**src/rtl/rv32_pkg.sv**
```systemverilog
// Shared RV32 definitions: load funct3 encodings, writeback FSM states, the
// mem->wb packet type and load legality/alignment helpers.
package rv32_pkg;

    localparam int unsigned WB_LOAD_TIMEOUT_DEFAULT = 255;

    localparam logic [2:0] F3_LB  = 3'b000;
    localparam logic [2:0] F3_LH  = 3'b001;
    localparam logic [2:0] F3_LW  = 3'b010;
    localparam logic [2:0] F3_LBU = 3'b100;
    localparam logic [2:0] F3_LHU = 3'b101;

    typedef enum logic {
        WB_IDLE,
        WB_WAIT_LOAD
    } wb_state_e;

    typedef struct packed {
        logic        valid_opcode;
        logic        wb_enable;
        logic [4:0]  wb_addr;
        logic [31:0] wb_data;
    } rv32_mem2wb_packet_t;

    function automatic logic load_is_legal(input logic [2:0] funct3);
        case (funct3)
            F3_LB, F3_LH, F3_LW, F3_LBU, F3_LHU: return 1'b1;
            default:                             return 1'b0;
        endcase
    endfunction

    function automatic logic load_is_aligned(input logic [2:0] funct3, input logic [1:0] offset);
        case (funct3)
            F3_LH, F3_LHU: return !offset[0];
            F3_LW:         return offset == 2'b00;
            default:       return 1'b1;
        endcase
    endfunction

endpackage

```
**src/rtl/load_align.sv**
```systemverilog
// Selects the addressed byte/halfword from an aligned memory word and
// sign- or zero-extends it according to the load funct3.
module load_align
    import rv32_pkg::*;
(
    input  logic [2:0]  funct3,
    input  logic [1:0]  byte_offset,
    input  logic [31:0] rdata,
    output logic [31:0] data
);

    logic [7:0]  sel_byte;
    logic [15:0] sel_half;

    always_comb begin
        case (byte_offset)
            2'd0:    sel_byte = rdata[7:0];
            2'd1:    sel_byte = rdata[15:8];
            2'd2:    sel_byte = rdata[23:16];
            default: sel_byte = rdata[31:24];
        endcase
        sel_half = byte_offset[1] ? rdata[31:16] : rdata[15:0];

        case (funct3)
            F3_LB:   data = {{24{sel_byte[7]}}, sel_byte};
            F3_LH:   data = {{16{sel_half[15]}}, sel_half};
            F3_LW:   data = rdata;
            F3_LBU:  data = {24'd0, sel_byte};
            F3_LHU:  data = {16'd0, sel_half};
            default: data = 32'd0;
        endcase
    end

endmodule

```
**src/rtl/writeback_stage.sv**
```systemverilog
// Writeback stage: accepts memory-stage results, waits for load data and drives
// the register-file write packet. Define WB_RETIRE_COUNTER_EN to add the instret port.
module writeback_stage
    import rv32_pkg::*;
#(
    parameter int unsigned LOAD_TIMEOUT = WB_LOAD_TIMEOUT_DEFAULT
) (
    input  logic                clk,
    input  logic                resetn,
    input  logic                mem_valid,
    output logic                mem_ready,
    input  logic                mem_valid_opcode,
    input  logic                mem_wb_en,
    input  logic [4:0]          mem_rd,
    input  logic [31:0]         mem_alu_result,
    input  logic                mem_is_load,
    input  logic [2:0]          mem_load_funct3,
    input  logic                dmem_rvalid,
    input  logic [31:0]         dmem_rdata,
    output rv32_mem2wb_packet_t writeback_packet,
    output logic                load_fault
`ifdef WB_RETIRE_COUNTER_EN
    ,
    output logic [63:0]         instret
`endif
);

    localparam logic [15:0] TIMEOUT_LAST = 16'(LOAD_TIMEOUT - 1);

    wb_state_e           state, state_next;
    logic [15:0]         timeout_cnt, timeout_cnt_next;
    logic                cap_valid_opcode, cap_wb_en;
    logic [4:0]          cap_rd;
    logic [2:0]          cap_funct3;
    logic [1:0]          cap_offset;
    logic                accept;
    logic [31:0]         load_data;
    rv32_mem2wb_packet_t packet_next;
    logic                fault_next;

    assign mem_ready = (state == WB_IDLE);
    assign accept    = mem_valid && mem_ready;

    load_align u_load_align (
        .funct3      (cap_funct3),
        .byte_offset (cap_offset),
        .rdata       (dmem_rdata),
        .data        (load_data)
    );

    always_comb begin
        state_next       = state;
        timeout_cnt_next = timeout_cnt;
        packet_next      = '0;
        fault_next       = 1'b0;
        case (state)
            WB_IDLE: begin
                if (accept) begin
                    if (!mem_is_load) begin
                        packet_next.valid_opcode = mem_valid_opcode;
                        packet_next.wb_enable    = mem_wb_en && mem_valid_opcode && (mem_rd != 5'd0);
                        packet_next.wb_addr      = mem_rd;
                        packet_next.wb_data      = mem_alu_result;
                    end else if (!load_is_legal(mem_load_funct3) ||
                                 !load_is_aligned(mem_load_funct3, mem_alu_result[1:0])) begin
                        fault_next = 1'b1;
                    end else begin
                        state_next       = WB_WAIT_LOAD;
                        timeout_cnt_next = '0;
                    end
                end
            end
            WB_WAIT_LOAD: begin
                if (dmem_rvalid) begin
                    packet_next.valid_opcode = cap_valid_opcode;
                    packet_next.wb_enable    = cap_wb_en && cap_valid_opcode && (cap_rd != 5'd0);
                    packet_next.wb_addr      = cap_rd;
                    packet_next.wb_data      = load_data;
                    state_next               = WB_IDLE;
                end else if (timeout_cnt == TIMEOUT_LAST) begin
                    // Abandoned load retires nothing: packet stays all-zero.
                    fault_next = 1'b1;
                    state_next = WB_IDLE;
                end else begin
                    timeout_cnt_next = timeout_cnt + 16'd1;
                end
            end
            default: state_next = WB_IDLE;
        endcase
    end

    always_ff @(posedge clk or negedge resetn) begin
        if (!resetn) begin
            state            <= WB_IDLE;
            timeout_cnt      <= '0;
            writeback_packet <= '0;
            load_fault       <= 1'b0;
            cap_valid_opcode <= 1'b0;
            cap_wb_en        <= 1'b0;
            cap_rd           <= '0;
            cap_funct3       <= '0;
            cap_offset       <= '0;
        end else begin
            state            <= state_next;
            timeout_cnt      <= timeout_cnt_next;
            writeback_packet <= packet_next;
            load_fault       <= fault_next;
            if (accept) begin
                cap_valid_opcode <= mem_valid_opcode;
                cap_wb_en        <= mem_wb_en;
                cap_rd           <= mem_rd;
                cap_funct3       <= mem_load_funct3;
                cap_offset       <= mem_alu_result[1:0];
            end
        end
    end

`ifdef WB_RETIRE_COUNTER_EN
    // Counts on the same edge the retiring packet is registered, so instret
    // already includes a packet in the cycle it is visible.
    always_ff @(posedge clk or negedge resetn) begin
        if (!resetn) begin
            instret <= '0;
        end else if (packet_next.valid_opcode) begin
            instret <= instret + 64'd1;
        end
    end
`endif

endmodule

```
**config.mk**
```make
export PLATFORM = sky130hd
export DESIGN_NAME = writeback_stage
export DESIGN_NICKNAME = d
export VERILOG_FILES = /design/src/rtl/rv32_pkg.sv /design/src/rtl/load_align.sv /design/src/rtl/writeback_stage.sv
export SDC_FILE = /design/constraint.sdc
export NUM_CORES = 1
export LEC_CHECK = 0
export BUFFER_PORTS_ARGS = -buffer_cell sky130_fd_sc_hd__buf_2
export CAP_MARGIN = 20
export CORE_MARGIN = 4
export CORE_UTILIZATION = 56
export CTS_CLUSTER_SIZE = 20
export DETAILED_ROUTE_END_ITERATION = 10
export GPL_TIMING_DRIVEN = 1
export PLACE_DENSITY = 0.86
export SYNTH_ARGS = -nofsm -noshare
export SYNTH_HDL_FRONTEND = slang
export SYNTH_HIERARCHICAL = 1
export SYNTH_SLANG_ARGS = --single-unit
```
**constraint.sdc**
```tcl
create_clock -name clk -period 2.6 [get_ports clk]
set_clock_uncertainty 0.05 [all_clocks]
set_input_delay 0.65 -clock clk [delete_from_list [all_inputs] [get_ports clk]]
set_output_delay 0.65 -clock clk [all_outputs]
set_load 0.05 [all_outputs]
```
==> run metrics <==
result of the run finished, final reports clean; IO buf count 119; Post-Syn Instances 395; number of global-route vias before repair 3627; later-pin clock latency in the skew report 350 ps; Top FF cell, synth dfrtp_1; worst-path maximum fanout 14; ratio of total power to cell area 634 nW/um2; Synth Register Bits 69; ANT cells 0; Via density 6.31; GRT Overall Usage 26.6%; Hold Crit Class in2async; RSZ-0062 raised after global routing no; fraction of layout instances using a drive strength above 1 33.9%; die area 8490 um2; Post-Syn Nets 476; final setup fails 0; Area Overhead vs Synth 21.7%; Yosys cell types 59; slowest cell on the critical path nor2b_1; EDFF count, synth 0; Slew Limit Fails 0; CP Cell Sequence buf_2 > nor2b_1 > o211ai_1 > a21boi_2 > inv_2 > o221ai_1; antenna violations before repair 0; Final GP Congestion 0.940; Final TNS setup 0 ps; grt ovf 0; Crit Path Category in2reg; Post-Syn Area 3960 um2; Hold Buf Count CTS 0; drt total wl 11200 um; initial DRC count 515; clock buffer count from CTS 9; yosys warns 6; Min Hold Slack 261 ps; worst r2r src state$_DFF_PN0_; Max VDD drop 414 uV; Initial Utilization 58.0%; die width 92.1 um; Design Power 3.06 mW; Worst setup EP type register; crit share post-route 85.8%; worst-margin pin slew 912 ps; FFs w/ async S/R, synth 100%; first-pass GRT wire length 17900 um; crit-path max cell delay 720 ps; Final #Nets 588; Vert. Die Dim 92.1 um; vias 3832; Crit path arrival time 2400 ps; CTS H-tree depth 3; min Tclk post-route 2230 ps; crit path launch type primary input; num ports 120; row count 30; synthesized area per cell 10.0 um2; register area share after synthesis 43.6%; Reg-to-Reg End timeout_cnt[5]$_DFFE_PN0P_; Pleak 2.36 nW; final hold violation count 0; max_cap viols 0; clock-pin slew on the worst setup and hold paths 70 ps; core area 6830 um2; Routed WL per cell 18.4 um; r2r setup slk 400 ps; Initial DRT Pass Iterations 6; reg2reg path depth 5; CTS Sinks 69; ANT nets after route 0; # resized after CTS 0; slew margin rel. 39.1%; Post-DP HPWL 7950 um; Required @ worst endpoint 2770 ps; fmax 448 MHz; Max Root-Sink Buffers 2; CTS tree built; postcts setup bufs 0; largest net degree at the start of global routing 70; DRC violations left 0; clock root buffer clkbuf_8
## routing by layer
layer  share of wire (%)  track usage [%]  up-vias
li1                    -                -     1743
met1                  40             36.3     1809
met2                  47             41.1      247
met3                  10             5.74       33
met4                 2.5             11.5        0
met5                   0                0        -
## kinds of logic after synthesis
family | count (synthesis) | synth area share (%)
AOI/OAI and AO/OA | 147 | 28.3
and+or+nand+nor | 115 | 14.6
DFF | 69 | 43.6
buffers and inverters | 39 | 4.86
muxes | 23 | 7.95
adders and majority gates | 2 | 0.631
## critical path, delay by kind of cell
family          cells  cell delay [ps]
simple gates        1              720
buf+inv             2              290
compound gates      3              730
## flip-flops by register name (all words and copies together), names as in the netlist
name / flops
state: 1
timeout_cnt: 16
writeback_packet: 39
load_fault: 1
cap_offset: 2
cap_rd: 5
cap_wb_en: 1
cap_valid_opcode: 1
cap_funct3: 3
## cell usage after synthesis, types with 3 or more instances
cell type  count  area share [%]
nand4_1        6            0.95
a22oi_1       19             3.6
dfrtp_1       69              44
nor2_1        18             1.7
buf_2         13             1.6
inv_1          6            0.57
and3_1         4            0.63
nor3_1         3            0.38
o21ai_0        6            0.76
o211ai_1       4            0.76
nand3_1        5            0.63
nand2_1       50             4.7
a31oi_1        8             1.3
a22o_1        38             8.4
a211o_1        3            0.66
clkbuf_1      12             1.1
o31ai_1        4            0.76
a211oi_1      16             3.0
a221o_1        5             1.3
a41oi_1        3            0.66
a21oi_1       25             3.2
mux4_2         4             2.3
mux2_2        11             3.1
mux2i_1        6             1.5
nand2b_1       4            0.63
buf_4          4            0.76
nor2b_1        7             1.1
## cell usage in the layout (no fill, tap or decap), types with 5 or more instances in the layout
| cell | n |
|---|---|
| a22o_1 | 38 |
| nor2_1 | 17 |
| nand2_1 | 50 |
| mux2_2 | 11 |
| buf_4 | 12 |
| a22oi_1 | 19 |
| dfrtp_1 | 69 |
| nand4_1 | 6 |
| clkbuf_8 | 9 |
| inv_1 | 6 |
| buf_2 | 119 |
| nand3_1 | 5 |
| a21oi_1 | 25 |
| a211oi_1 | 16 |
| mux2i_1 | 6 |
| o21ai_0 | 6 |
| nor2b_1 | 7 |
| a31oi_1 | 8 |
| a221o_1 | 5 |
## per-stage QoR
step | cells | worst slack, ps | cell area (um2) | util (%)
final | 607 | 370 | 4830 | 70.6
after global routing | 607 | 238 | 4830 | 70.6
after CTS | 607 | 407 | 4830 | 70.6
after detailed placement | 592 | 62.3 | 4650 | 68.0
after global placement | 592 | 180 | 4650 | 68.0
after floorplan | 395 | 781 | 3960 | -
## worst max-delay path by stage
| stage | start | endpoint | slack, ps | depth (start not counted) |
|---|---|---|---|---|
| finish | mem_valid | timeout_cnt[5]$_DFFE_PN0P_ | 370 | 6 |
| global route | state$_DFF_PN0_ | timeout_cnt[5]$_DFFE_PN0P_ | 240 | 5 |
| CTS | mem_valid | timeout_cnt[5]$_DFFE_PN0P_ | 410 | 6 |
| detailed placement | mem_valid | timeout_cnt[5]$_DFFE_PN0P_ | 60 | 6 |
| global placement | mem_valid | timeout_cnt[5]$_DFFE_PN0P_ | 180 | 6 |
| floorplan | dmem_rdata[14] | writeback_packet[6]$_DFF_PN0_ | 780 | 3 |
## report_power, final
group | switching [mW] | internal [mW]
Sequential | 0.0986 | 1.18
Combinational | 0.594 | 0.358
Clock | 0.400 | 0.433
Total | 1.09 | 1.97
## final cells by class
type	instances	area, um2
Clock inverter	5	52.6
Inverter	7	26.3
Clock buffer	10	128
Multi-Input combinational cell	287	2050
Sequential cell	69	1730
Timing Repair Buffer	133	726
Tap cell	96	120
Fill cell	550	2010
Note: power is estimated with default switching activity, not from simulation.
